--- src/rtl/activate_diff_pkg.sv ---
// Shared widths, activation encodings, FSM states and fixed-point constants
// for the activation-derivative unit.
package activate_diff_pkg;

   localparam int SIZE            = 3;
   localparam int DATA_SIZE       = 16;
   localparam int FRAC_BITS       = 8;
   localparam int DENSE_TYPE_SIZE = 4;
   localparam int META_SIZE       = 106;
   localparam int IDX_W           = (SIZE > 1) ? $clog2(SIZE) : 1;

   function automatic int one_of(input int frac);
      return 1 << frac;
   endfunction

   localparam logic signed [DATA_SIZE-1:0] ONE     = DATA_SIZE'(one_of(FRAC_BITS));
   localparam logic signed [DATA_SIZE-1:0] HALF    = DATA_SIZE'(one_of(FRAC_BITS) / 2);
   localparam logic signed [DATA_SIZE-1:0] NEG_ONE = -ONE;

   typedef enum logic [DENSE_TYPE_SIZE-1:0] {
      DENSE_LINEAR  = 4'd0,
      DENSE_RELU    = 4'd1,
      DENSE_SIGMOID = 4'd2,
      DENSE_TANH    = 4'd3
   } dense_type_e;

   typedef enum logic [1:0] {
      IDLE    = 2'd0,
      COMPUTE = 2'd1,
      DONE    = 2'd2
   } state_e;

endpackage

--- src/rtl/activate_diff_elem.sv ---
// Combinational single-element activation derivative with one shared multiplier.
// Hard-tanh support is compiled in only when ACTIVATE_DIFF_TANH_EN is defined.
module activate_diff_elem
   import activate_diff_pkg::*;
(
   input  logic [DATA_SIZE-1:0]       i_z,
   input  logic [DENSE_TYPE_SIZE-1:0] i_dense_type,
   output logic [DATA_SIZE-1:0]       o_dz
);

   localparam logic signed [DATA_SIZE+1:0] ONE_X  = {2'b00, ONE};
   localparam logic signed [DATA_SIZE+1:0] HALF_X = {2'b00, HALF};

   logic signed [DATA_SIZE-1:0]   w_z;
   logic signed [DATA_SIZE+1:0]   w_z_x;
   logic signed [DATA_SIZE+1:0]   w_sig_pre;
   logic signed [DATA_SIZE-1:0]   w_s;
   logic signed [DATA_SIZE-1:0]   w_op_a;
   logic signed [DATA_SIZE-1:0]   w_op_b;
   logic signed [2*DATA_SIZE-1:0] w_prod;
   logic signed [2*DATA_SIZE-1:0] w_prod_sh;

   assign w_z       = i_z;
   assign w_z_x     = w_z;
   assign w_sig_pre = (w_z_x >>> 2) + HALF_X;

   // Hard sigmoid s clamped into [0, ONE]
   assign w_s = w_sig_pre[DATA_SIZE+1] ? '0 :
                (w_sig_pre > ONE_X)    ? ONE :
                w_sig_pre[DATA_SIZE-1:0];

`ifdef ACTIVATE_DIFF_TANH_EN
   logic signed [DATA_SIZE-1:0] w_t;
   assign w_t = (w_z > ONE) ? ONE : (w_z < NEG_ONE) ? NEG_ONE : w_z;
`endif

   always_comb begin
      w_op_a = w_s;
      w_op_b = ONE - w_s;
`ifdef ACTIVATE_DIFF_TANH_EN
      if (i_dense_type == DENSE_TANH) begin
         w_op_a = w_t;
         w_op_b = w_t;
      end
`endif
   end

   assign w_prod    = w_op_a * w_op_b;
   assign w_prod_sh = w_prod >>> FRAC_BITS;

   always_comb begin
      o_dz = '0;
      case (i_dense_type)
         DENSE_LINEAR:  o_dz = ONE;
         DENSE_RELU:    o_dz = (!w_z[DATA_SIZE-1] && (w_z != '0)) ? ONE : '0;
         DENSE_SIGMOID: o_dz = w_prod_sh[DATA_SIZE-1:0];
`ifdef ACTIVATE_DIFF_TANH_EN
         DENSE_TANH:    o_dz = ONE - w_prod_sh[DATA_SIZE-1:0];
`endif
         default:       o_dz = '0;
      endcase
   end

endmodule

--- src/rtl/activate_diff_unit.sv ---
// Serial activation-derivative unit: one element per cycle through a shared
// datapath, valid/ready on both sides. Optional macro: ACTIVATE_DIFF_TANH_EN.
module activate_diff_unit
   import activate_diff_pkg::*;
(
   input  logic                        clk,
   input  logic                        rst_n,
   input  logic                        i_in_valid,
   output logic                        o_in_ready,
   input  logic [DATA_SIZE*SIZE-1:0]   i_z,
   input  logic [DENSE_TYPE_SIZE-1:0]  i_dense_type,
   input  logic [META_SIZE-1:0]        i_meta_in,
   output logic                        o_out_valid,
   input  logic                        i_out_ready,
   output logic [DATA_SIZE*SIZE-1:0]   o_dz,
   output logic [DATA_SIZE*SIZE-1:0]   o_z_out,
   output logic [META_SIZE-1:0]        o_meta_out
);

   localparam logic [IDX_W-1:0] IDX_LAST = IDX_W'(SIZE - 1);

   state_e                      r_state;
   state_e                      w_state_next;
   logic [IDX_W-1:0]            r_idx;
   logic [DATA_SIZE*SIZE-1:0]   r_z;
   logic [DENSE_TYPE_SIZE-1:0]  r_dense_type;
   logic [META_SIZE-1:0]        r_meta;
   logic [DATA_SIZE-1:0]        w_z_sel;
   logic [DATA_SIZE-1:0]        w_dz_elem;
   logic                        w_accept;
   logic                        w_in_ready;

   always_comb begin
      w_state_next = r_state;
      w_in_ready   = 1'b0;
      w_accept     = 1'b0;
      case (r_state)
         IDLE: begin
            w_in_ready = 1'b1;
            if (i_in_valid) begin
               w_accept     = 1'b1;
               w_state_next = COMPUTE;
            end
         end
         COMPUTE: begin
            if (r_idx == IDX_LAST) w_state_next = DONE;
         end
         DONE: begin
            if (i_out_ready) begin
               w_in_ready   = 1'b1;
               w_state_next = IDLE;
               if (i_in_valid) begin
                  w_accept     = 1'b1;
                  w_state_next = COMPUTE;
               end
            end
         end
         default: w_state_next = IDLE;
      endcase
   end

   always_ff @(posedge clk or negedge rst_n) begin
      if (!rst_n) begin
         r_state      <= IDLE;
         r_idx        <= '0;
         r_z          <= '0;
         r_dense_type <= '0;
         r_meta       <= '0;
      end else begin
         r_state <= w_state_next;
         if (w_accept) begin
            r_idx        <= '0;
            r_z          <= i_z;
            r_dense_type <= i_dense_type;
            r_meta       <= i_meta_in;
         end else if (r_state == COMPUTE && r_idx != IDX_LAST) begin
            r_idx <= r_idx + 1'b1;
         end
      end
   end

   assign w_z_sel = r_z[r_idx*DATA_SIZE +: DATA_SIZE];

   activate_diff_elem u_elem (
      .i_z          (w_z_sel),
      .i_dense_type (r_dense_type),
      .o_dz         (w_dz_elem)
   );

   // Each lane only loads when idx points at it; lanes are not cleared on accept.
   generate
      for (genvar gi = 0; gi < SIZE; gi++) begin : g_lane
         logic [DATA_SIZE-1:0] r_dz_lane;
         always_ff @(posedge clk or negedge rst_n) begin
            if (!rst_n)
               r_dz_lane <= '0;
            else if (r_state == COMPUTE && r_idx == IDX_W'(gi))
               r_dz_lane <= w_dz_elem;
         end
         assign o_dz[gi*DATA_SIZE +: DATA_SIZE] = r_dz_lane;
      end
   endgenerate

   assign o_in_ready  = w_in_ready;
   assign o_out_valid = (r_state == DONE);
   assign o_z_out     = r_z;
   assign o_meta_out  = r_meta;

endmodule
--- config.mk ---
export PLATFORM = sky130hd
export DESIGN_NAME = activate_diff_unit
export DESIGN_NICKNAME = d
export VERILOG_FILES = /design/src/rtl/activate_diff_pkg.sv /design/src/rtl/activate_diff_elem.sv /design/src/rtl/activate_diff_unit.sv
export SDC_FILE = /design/constraint.sdc
export NUM_CORES = 1
export LEC_CHECK = 0
export ABC_AREA = 1
export BUFFER_PORTS_ARGS = -buffer_cell sky130_fd_sc_hd__buf_2
export CORE_MARGIN = 3
export CORE_UTILIZATION = 55
export DETAILED_ROUTE_END_ITERATION = 8
export GPL_ROUTABILITY_DRIVEN = 0
export PLACE_DENSITY_LB_ADDON = 0.1
export RECOVER_POWER = 50
export SLEW_MARGIN = 20
export SYNTH_ARGS = -nofsm -noshare
export SYNTH_HDL_FRONTEND = slang
export SYNTH_SLANG_ARGS = --single-unit
--- constraint.sdc ---
create_clock -name clk -period 10.5 [get_ports clk]
set_input_delay 0.525 -clock clk [delete_from_list [all_inputs] [get_ports clk]]
set_output_delay 0.525 -clock clk [all_outputs]
set_load 0.02 [all_outputs]
; Word level (Yosys, flattened, before mapping)
; Index checks and enable logic that the tools add are counted.
[word_totals]
reg_bits = 210
output_inout_bits = 204
wordCells = 52
[op_classes]
addsub = 3
mul = 1
magnitude_cmp = 1
eq_ne = 10
shift = 1
mux = 16
reduce_logical = 12
[op_table]
columns = op, n
row1 = 16-bit case mux with 3 select lines, 1
row2 = 48-bit by 7-bit indexed part select with 16-bit output, 1
row3 = 16-bit two-way mux, 2
row4 = 16-bit by 16-bit multiplier with 24-bit output, 1
row5 = "18-bit by 10-bit greater-than comparator with 1-bit output, second input constant", 1
row6 = 16-bit nonzero test, 1
row7 = "10-bit by 16-bit subtractor with 16-bit output, first input constant", 1
row8 = "14-bit by 9-bit adder with 15-bit output, second input constant", 1
row9 = 2-bit two-way mux, 5
row10 = 9-bit two-way mux, 1
row11 = "2-bit inequality test, second input constant", 3
row12 = 2-bit case mux with 3 select lines, 1
row13 = 1-bit logical AND, 5
row14 = "2-bit by 1-bit equality test with 1-bit output, second input constant", 2
row15 = "2-bit equality test, second input constant", 2
row16 = "4-bit by 1-bit equality test with 1-bit output, second input constant", 1
row17 = "4-bit by 2-bit equality test with 1-bit output, second input constant", 1
row18 = 2-bit zero test, 2
row19 = 4-bit zero test, 1
row20 = 1-bit two-way mux, 4
row21 = 1-bit case mux with 2 select lines, 2
row22 = 3-bit AND reduction, 1
row23 = "2-bit by 1-bit adder with 2-bit output, second input constant", 1
row24 = "2-bit by 1-bit inequality test with 1-bit output, second input constant", 1
row25 = other kinds (2), 2

; Logic depth before layout (Yosys ltp)
; Gate-level depths: netlist (run 1).
[logic_depth]
ltp_word = 8
ltp_mapped = 46
depth_no_buf = 46

; By module
; Synthesis (run 1) repeated with hierarchy kept, for this count alone.
[hier_totals]
cells_unflattened = 1855
area_unflattened_um2 = 15695.1
[by_module_without_submodules]
columns = mod, instances, cells_each, area_per_inst_um2, seq_area_each_um2
row1 = activate_diff_unit, 1, 976, 8750.9, 5255.0
row2 = activate_diff_elem, 1, 879, 6944.2, 0.0

; Worst setup path after synthesis (run 1)
; OpenSTA, ideal clock, no wires.
[synth_timing]
path_type = register to register
start = register r_idx[0]
end = register g_lane[0].r_dz_lane[8]
setup_time_ns = 0.117
arrival_ns = 7.534
setup_slack_ns = 2.850
path_stages_with_launch = 40
cell_sequence = dfrtp_1 -> inv_2 -> nand2_2 -> buf_4 -> o21ai_2 -> ha_1 -> nand3_1 -> nor2_1 -> nor2_1 -> nor2_1 -> nand3_1 -> nor2_2 -> buf_4 -> nand2_1 -> buf_2 -> ha_1 -> nand2_1 -> nor3_2 -> [... 4 more ...] -> fa_1 -> fa_1 -> inv_1 -> fa_1 -> fa_1 -> inv_1 -> fa_1 -> inv_1 -> ha_1 -> a21oi_1 -> o21ai_0 -> a21oi_1 -> nand2_1 -> or2_2 -> nand3_1 -> o211ai_1 -> nand2_1 -> nand2_1
[synth_between]
elab_chain_len = 8
word_cells_on_any_way = 14
[synth_rtl]
columns = element, line
row1 = "start, declared", activate_diff_unit.sv:24  ; logic [IDX_W-1:0] r_idx;
row2 = "start signal, assigned", activate_diff_unit.sv:77  ; r_idx <= r_idx + 1'b1;
row3 = 48-bit by 7-bit indexed part select with 16-bit output, activate_diff_unit.sv:82  ; assign w_z_sel = r_z[r_idx*DATA_SIZE +: DATA_SIZE];
row4 = 14-bit by 9-bit adder with 15-bit output, activate_diff_elem.sv:25  ; assign w_sig_pre = (w_z_x >>> 2) + HALF_X;
row5 = 18-bit by 10-bit greater-than comparator with 1-bit output, activate_diff_elem.sv:29  ; (w_sig_pre > ONE_X) ? ONE :
row6 = 16-bit two-way mux, activate_diff_elem.sv:29
row7 = 16-bit two-way mux, activate_diff_elem.sv:28  ; assign w_s = w_sig_pre[DATA_SIZE+1] ? '0 :
row8 = 10-bit by 16-bit subtractor with 16-bit output, activate_diff_elem.sv:39  ; w_op_b = ONE - w_s;
row9 = 16-bit by 16-bit multiplier with 24-bit output, activate_diff_elem.sv:48  ; assign w_prod = w_op_a * w_op_b;
row10 = 16-bit case mux with 3 select lines, activate_diff_elem.sv:53  ; case (i_dense_type)
row11 = "end signal, assigned", activate_diff_unit.sv:98  ; r_dz_lane <= w_dz_elem;
row12 = "end, declared", activate_diff_unit.sv:93  ; logic [DATA_SIZE-1:0] r_dz_lane;
; Parallel ways exist; a longest one is shown, timed or not.
; A chain may end at the register's enable or synchronous reset.

; Final worst setup path (run 1)
[layout_timing]
start = register r_idx[0]
end = register g_lane[2].r_dz_lane[8]
[layout_between]
elab_chain_len = 8
word_cells_on_any_way = 14
[layout_rtl]
columns = element, line
row1 = 48-bit by 7-bit indexed part select with 16-bit output, activate_diff_unit.sv:82
row2 = 14-bit by 9-bit adder with 15-bit output, activate_diff_elem.sv:25
row3 = 18-bit by 10-bit greater-than comparator with 1-bit output, activate_diff_elem.sv:29
row4 = 16-bit two-way mux, activate_diff_elem.sv:29
row5 = 16-bit two-way mux, activate_diff_elem.sv:28
row6 = 10-bit by 16-bit subtractor with 16-bit output, activate_diff_elem.sv:39
row7 = 16-bit by 16-bit multiplier with 24-bit output, activate_diff_elem.sv:48
row8 = 16-bit case mux with 3 select lines, activate_diff_elem.sv:53
row9 = "end signal, assigned", activate_diff_unit.sv:98
row10 = "end, declared", activate_diff_unit.sv:93
; Parallel ways exist; a longest one is shown, timed or not.

==> metrics.log, run 1 <==
[metrics] number of DRC markers in iteration 0: 817
[metrics] DRC Markers: 0
[metrics] Post-Synth Adder-Cell Area: 0.2853
[metrics] fraction of synthesized cell area taken by the top area cell type: 0.3526
[metrics] post-CTS setup repair buffer count: 0
[metrics] portion of the post-synthesis area used by sequential elements: 0.3526
[metrics] Hold Worst Slack: 0.1865 ns
[metrics] Slew @ Worst Pin: 4.158 ns
[metrics] setup TNS: 0 ns
[metrics] floorplan die area: 29110 µm²
[metrics] Req. time, crit path: 10.89 ns
[metrics] Slew headroom: -1.772
[metrics] Final ANT Viol Nets: 0
[metrics] most frequently used cell type in the post-synthesis netlist: sky130_fd_sc_hd__nand2_1
[metrics] final wirelength: 42150 µm
[metrics] Tightest Hold Check Type: input pin to flip-flop
[metrics] share of the clock period used by the worst path: 0.8791
[metrics] share of synthesized area spent on multiplexers: 0
[metrics] Synth Area in Compound Gates: 0.05238
[metrics] antenna violations before repair: 2
[metrics] standard cell core area: 26350 µm²
[metrics] TritonCTS clock tree: done
[metrics] clock slew at reported path FFs: 0.06 ns
[metrics] detailed-route wire length per cell: 16.47 µm
[metrics] post-synthesis cell area: 14900 µm²
[metrics] number of synthesized register bits: 210
[metrics] total global routing track utilization: 0.2988
[metrics] row count: 59
[metrics] drt via density: 4.949
[metrics] total count of max-transition violations in the final report: 135
[metrics] cell occurring most often along the worst timing path: sky130_fd_sc_hd__fa_1
[metrics] mean area per synthesized cell: 8.449 µm²
[metrics] highest clock frequency the design can meet: 108.3 MHz
[metrics] violated checks: capacitance limit, slew limit
[metrics] startpoint-to-endpoint class of the critical path: flip-flop to flip-flop
[metrics] Primary FF master, synth: sky130_fd_sc_hd__dfrtp_1
[metrics] vias in the first global route: 13.10k
[metrics] xor and xnor fraction of the mapped netlist area: 0.005876
[metrics] share of flip-flops with an asynchronous set or reset after synthesis: 1.000
[metrics] Final Hold Viols: 0
[metrics] status: complete, but fails checks
[metrics] Setup WS post-layout: 1.269 ns
[metrics] CP Launch Type: flip-flop
[metrics] Die H: 170.6 µm
[metrics] number of port buffers: 365
[metrics] cell count of the worst hold path: 3
[metrics] largest area contributor in the netlist: sky130_fd_sc_hd__dfrtp_1
[metrics] Final Skew: 0.02229 ns
[metrics] filler cell count: 2323
[metrics] warning count from the yosys run: 0
[metrics] largest stage delay on the critical path: 0.61 ns
[metrics] Final HPWL DP: 33960 µm
[metrics] hold bufs inserted after CTS: 0
[metrics] number of max-capacitance violations reported: 2
[metrics] Layout Area Growth over Synthesis: 20.14%
[metrics] fraction of final layout cells with drive strength greater than 1: 0.1201
[metrics] final setup fails: 0
[metrics] number of enable flip-flop cells after synthesis: 0
[metrics] unrepaired setup endpoints after global routing: false
[metrics] fraction of the core area covered by cells at the end of the flow: 0.6794
[metrics] number of buffers added by the clock tree synthesis step: 23
[metrics] first-pass GRT wire length: 68990 µm
[metrics] Final Net Count: 2618
[metrics] Pre-Repair DR Iteration Count: 5
[metrics] H-tree depth: 1
[metrics] simple-gate share of the synthesized area: 0.2128
[metrics] Post-Syn Instances: 1764
[metrics] most common library cells after synthesis: sky130_fd_sc_hd__nand2_1 (620), sky130_fd_sc_hd__inv_1 (291), sky130_fd_sc_hd__dfrtp_1 (210), sky130_fd_sc_hd__fa_1 (153), sky130_fd_sc_hd__ha_1 (95)
[metrics] top cells by area in the synthesized netlist: sky130_fd_sc_hd__dfrtp_1 (35%), sky130_fd_sc_hd__fa_1 (21%), sky130_fd_sc_hd__nand2_1 (16%)
[metrics] R2R depth: 38
[metrics] register-to-register setup slack: 1.27 ns
[metrics] buffer cell driving the clock tree root: sky130_fd_sc_hd__clkbuf_16
[metrics] time the final worst path needs with I/O delays and setup: 9.231 ns
[metrics] number of vias in the routed layout: 12.67k
[metrics] combinational family with the most area after synthesis: adder cells
[metrics] crit path DAT: 9.62 ns
[metrics] Resized Gates After CTS: 0
[metrics] die span in x: 170.6 µm
[metrics] largest net degree at the start of global routing: 110
[metrics] CP endpoint kind: flip-flop
[metrics] critical path's slowest cell: sky130_fd_sc_hd__dfrtp_1
[metrics] Skew-Pair Late Insertion Delay: 0.53 ns
[metrics] Remaining Overflow, GRT: 0
[metrics] count of cell types in the netlist: 45
[metrics] count of boundary I/O pins: 366
[metrics] Setup WS pre-CTS: 1.398 ns
[metrics] buffer levels on the longest clock path: 3
[metrics] clock tree sinks: 210
[metrics] Crit Path Max Fanout: 22
[metrics] effective utilization at floorplan: 0.5655
layer usage:
| layer | track usage | share of wire | vias to the layer above |
|---|---|---|---|
| li1 | - | - | 6085 |
| met1 | 0.3963 | 0.41 | 6083 |
| met2 | 0.4970 | 0.48 | 417 |
| met3 | 0.07417 | 0.078 | 83 |
| met4 | 0.07690 | 0.033 | 2 |
| met5 | 0 | 0.00017 | - |
critical path: cells and delay by family, from the launching register on:
family,cells,cell delay (ns)
and+or+nand+nor,16,2.30
AOI/OAI and AO/OA,5,0.99
buffers and inverters,7,0.84
adders and majority gates,10,4.36
DFF,1,0.61
state kept, by name (all words and copies together), names as in the netlist:
register / flops
r_idx: 2
r_dense_type: 4
o_z_out: 48
r_state: 2
o_meta_out: 106
g_lane.r_dz_lane: 48
cells by family after synthesis:
kind of cell | Yosys count
AND/OR/NAND/NOR | 797
flip-flops | 210
AO/OA/AOI/OAI | 141
adder cells (fa/ha/maj) | 248
other | 2
buffers and inverters | 356
XOR/XNOR | 10
layout by cell type, fill, tap and decap left out, types with 3 or more instances in the layout:
master                      count
sky130_fd_sc_hd__a21oi_1       24
sky130_fd_sc_hd__a31oi_1        4
sky130_fd_sc_hd__buf_2        183
sky130_fd_sc_hd__buf_4          5
sky130_fd_sc_hd__clkbuf_1     190
sky130_fd_sc_hd__clkbuf_16     23
sky130_fd_sc_hd__clkbuf_8       4
sky130_fd_sc_hd__conb_1       102
sky130_fd_sc_hd__dfrtp_1      210
sky130_fd_sc_hd__fa_1         153
sky130_fd_sc_hd__ha_1          95
sky130_fd_sc_hd__inv_1        290
sky130_fd_sc_hd__inv_2         13
sky130_fd_sc_hd__nand2_1      619
sky130_fd_sc_hd__nand2_2        4
sky130_fd_sc_hd__nand3_1       36
sky130_fd_sc_hd__nand4_1        9
sky130_fd_sc_hd__nor2_1        93
sky130_fd_sc_hd__nor2_2         9
sky130_fd_sc_hd__nor2_4         3
sky130_fd_sc_hd__nor3_1         4
sky130_fd_sc_hd__o211ai_1       3
sky130_fd_sc_hd__o21ai_0       86
sky130_fd_sc_hd__o21ai_1        8
sky130_fd_sc_hd__o21ai_2        3
sky130_fd_sc_hd__or2_1          4
sky130_fd_sc_hd__or2_2          7
sky130_fd_sc_hd__xnor2_1        8
path summary, 6_finish.rpt:
path | from | end
setup / recovery | r_idx[0] | g_lane[2].r_dz_lane[8]
hold / removal | i_meta_in[91] | o_meta_out[91]
setup reg to reg | r_idx[0] | g_lane[2].r_dz_lane[8]
hold reg to reg | o_meta_out[36] | o_meta_out[36]
max in group asynchronous | rst_n | g_lane[1].r_dz_lane[0]
min in group asynchronous | rst_n | o_z_out[29]
area by class of cell:
cell class | count | area [µm²] | share of cell area
diodes | 2 | 5.005 | 0.0002795
clock buffers | 34 | 656.9 | 0.03669
clock inverters | 6 | 97.59 | 0.005450
inverters | 304 | 1144 | 0.06387
multi-input cells | 1298 | 8688 | 0.4852
flip-flops and latches | 210 | 5255 | 0.2935
well taps | 335 | 419.2 | 0.02341
repair buffers | 371 | 1640 | 0.09161
metrics by stage:
stage          instances  cell area, µm²
3_3_place_gp        2518           17390
5_1_grt             2559           17900
3_5_place_dp        2518           17390
4_1_cts             2558           18140
2_1_floorplan       1864           15280
6_report            2560           17910
Power of run 1 is not shown: default switching activity piles up to over one toggle a cycle in this logic, so the estimate is an artifact.
==> run 2, diff against run 1 <==
--- a/config.mk
+++ b/config.mk
@@ -7,12 +7,15 @@
 export LEC_CHECK = 0
 export ABC_AREA = 1
 export BUFFER_PORTS_ARGS = -buffer_cell sky130_fd_sc_hd__buf_2
+export CORE_ASPECT_RATIO = 0.5
 export CORE_MARGIN = 3
 export CORE_UTILIZATION = 55
 export DETAILED_ROUTE_END_ITERATION = 8
 export GPL_ROUTABILITY_DRIVEN = 0
 export PLACE_DENSITY_LB_ADDON = 0.1
 export RECOVER_POWER = 50
+export REMOVE_ABC_BUFFERS = 1
+export SETUP_SLACK_MARGIN = 0.3
 export SLEW_MARGIN = 20
 export SYNTH_ARGS = -nofsm -noshare
 export SYNTH_HDL_FRONTEND = slang
==> metrics.log, run 2 (same netlist as run 1, synthesis figures left out) <==
[metrics] clock tree sinks: 210
[metrics] cell occurring most often along the worst timing path: sky130_fd_sc_hd__inv_1
[metrics] effective utilization at floorplan: 0.5753
[metrics] Final Net Count: 2617
[metrics] row count: 41
[metrics] number of flip-flops under the largest register name: 106
[metrics] Final Skew: 0.01562 ns
[metrics] time the final worst path needs with I/O delays and setup: 9.390 ns
[metrics] sequential cell area: 5255 µm²
[metrics] final std cell area, no fill: 17910 µm²
[metrics] vias in the first global route: 12.95k
[metrics] number of placed cells counting well taps: 2527
[metrics] startpoint-to-endpoint class of the critical path: flip-flop to flip-flop
[metrics] filler cell count: 2246
[metrics] number of port buffers: 365
[metrics] crit path DAT: 9.72 ns
[metrics] post-CTS setup repair buffer count: 0
[metrics] H-tree depth: 1
[metrics] setup TNS: 0 ns
[metrics] Tightest Hold Check Type: input pin to flip-flop
[metrics] fraction of final layout cells with drive strength greater than 1: 0.1265
[metrics] most common cell after layout, fill and taps aside: sky130_fd_sc_hd__nand2_1
[metrics] largest net degree at the start of global routing: 110
[metrics] share of the clock period used by the worst path: 0.8943
[metrics] Skew-Pair Late Insertion Delay: 0.51 ns
[metrics] TritonCTS clock tree: done
[metrics] total global routing track utilization: 0.3025
[metrics] CP delay by family, top: adder cells
[metrics] count of boundary I/O pins: 366
[metrics] clock slew at reported path FFs: 0.07 ns
[metrics] number of DRC markers in iteration 0: 974
[metrics] standard cell core area: 25910 µm²
[metrics] drt via density: 4.950
[metrics] die span in x: 238.8 µm
[metrics] Slew @ Worst Pin: 5.094 ns
[metrics] critical path's slowest cell: sky130_fd_sc_hd__dfrtp_1
[metrics] number of max-capacitance violations reported: 2
[metrics] violated checks: capacitance limit, slew limit
[metrics] post-place instance area: 17400 µm²
[metrics] CP bufs+invs: 10
[metrics] Die H: 122.4 µm
[metrics] status: complete, but fails checks
[metrics] filler-free cell count of the finished design: 2569
[metrics] area used by multi-input combinational logic: 8688 µm²
[metrics] number of vias in the routed layout: 12.72k
[metrics] hold bufs inserted after CTS: 0
[metrics] Layout Area Growth over Synthesis: 20.16%
[metrics] Final Hold Viols: 0
[metrics] Req. time, crit path: 10.83 ns
[metrics] CP Launch Type: flip-flop
[metrics] Final ANT Viol Nets: 0
[metrics] DRC Markers: 0
[metrics] highest clock frequency the design can meet: 106.5 MHz
[metrics] antenna violations before repair: 8
[metrics] floorplan die area: 29230 µm²
[metrics] number of buffers added by the clock tree synthesis step: 22
[metrics] total count of max-transition violations in the final report: 149
[metrics] largest stage delay on the critical path: 0.65 ns
[metrics] Final HPWL DP: 35020 µm
[metrics] Pre-Repair DR Iteration Count: 7
[metrics] Remaining Overflow, GRT: 0
[metrics] cell count of the worst hold path: 3
[metrics] buffer levels on the longest clock path: 3
[metrics] Crit path depth: 39
[metrics] CP endpoint kind: flip-flop
[metrics] most frequent cells in the layout: sky130_fd_sc_hd__nand2_1 (619), sky130_fd_sc_hd__inv_1 (290), sky130_fd_sc_hd__dfrtp_1 (210)
[metrics] final setup fails: 0
[metrics] unrepaired setup endpoints after global routing: false
[metrics] first-pass GRT wire length: 69280 µm
[metrics] R2R depth: 39
[metrics] Slew headroom: -2.396
[metrics] final wirelength: 43140 µm
[metrics] Crit Path Max Fanout: 22
[metrics] Resized Gates After CTS: 0
[metrics] buffer cell driving the clock tree root: sky130_fd_sc_hd__clkbuf_16
[metrics] detailed-route wire length per cell: 16.79 µm
==> run 2: cell count changes in the layout (fill, tap and decap cells not counted), sizes merged <==
cell / change
buf: +14
bufinv: -1
clkbuf: -17
clkinv: +3
diode: +2
inv: -1
==> run 2: layout make-up <==
cell class,instances,area share
sequential,210,0.2934
tap,344,0.02403
clock inverter,7,0.005519
inverter,304,0.06386
clock buffer,31,0.03486
antenna,4,0.0005589
multi-input combinational,1298,0.4852
timing repair buffer,371,0.09257
==> run 2: worst min-delay path, delay by kind of cell <==
kind,cells,cell delay (ns)
buf+inv,1,0.07
simple gates,2,0.08
==> run 2: worst paths after layout <==
path / slack, ns / from / end
hold / removal: 0.21 / i_meta_in[26] / o_meta_out[26]
hold reg to reg: 0.48 / o_meta_out[58] / o_meta_out[58]
min in group asynchronous: 1.87 / rst_n / o_meta_out[13]
setup reg to reg: 1.11 / r_idx[0] / g_lane[2].r_dz_lane[10]
setup / recovery: 1.11 / r_idx[0] / g_lane[2].r_dz_lane[10]
max in group asynchronous: 4.38 / rst_n / g_lane[0].r_dz_lane[13]
==> run 2: through the flow <==
stage                     setup slack [ns]  utilization  hold slack (ns)
after global routing                0.4695       0.6911           0.2044
after detailed placement             1.261       0.6716           0.4599
final                                1.110       0.6913           0.2057
after CTS                            1.200       0.6995           0.1219
after floorplan                      2.381            -           0.2294
after global placement               1.597       0.6716           0.4571
==> run 2: per-layer routing <==
| metal | part of all wire | GRT usage | vias up |
|---|---|---|---|
| met3 | 0.057 | 0.04894 | 91 |
| met5 | 0.0019 | 0 | - |
| met2 | 0.49 | 0.5184 | 379 |
| met4 | 0.030 | 0.07994 | 12 |
| met1 | 0.42 | 0.4070 | 6149 |
| li1 | - | - | 6085 |
Power of run 2 is left out for the same reason.
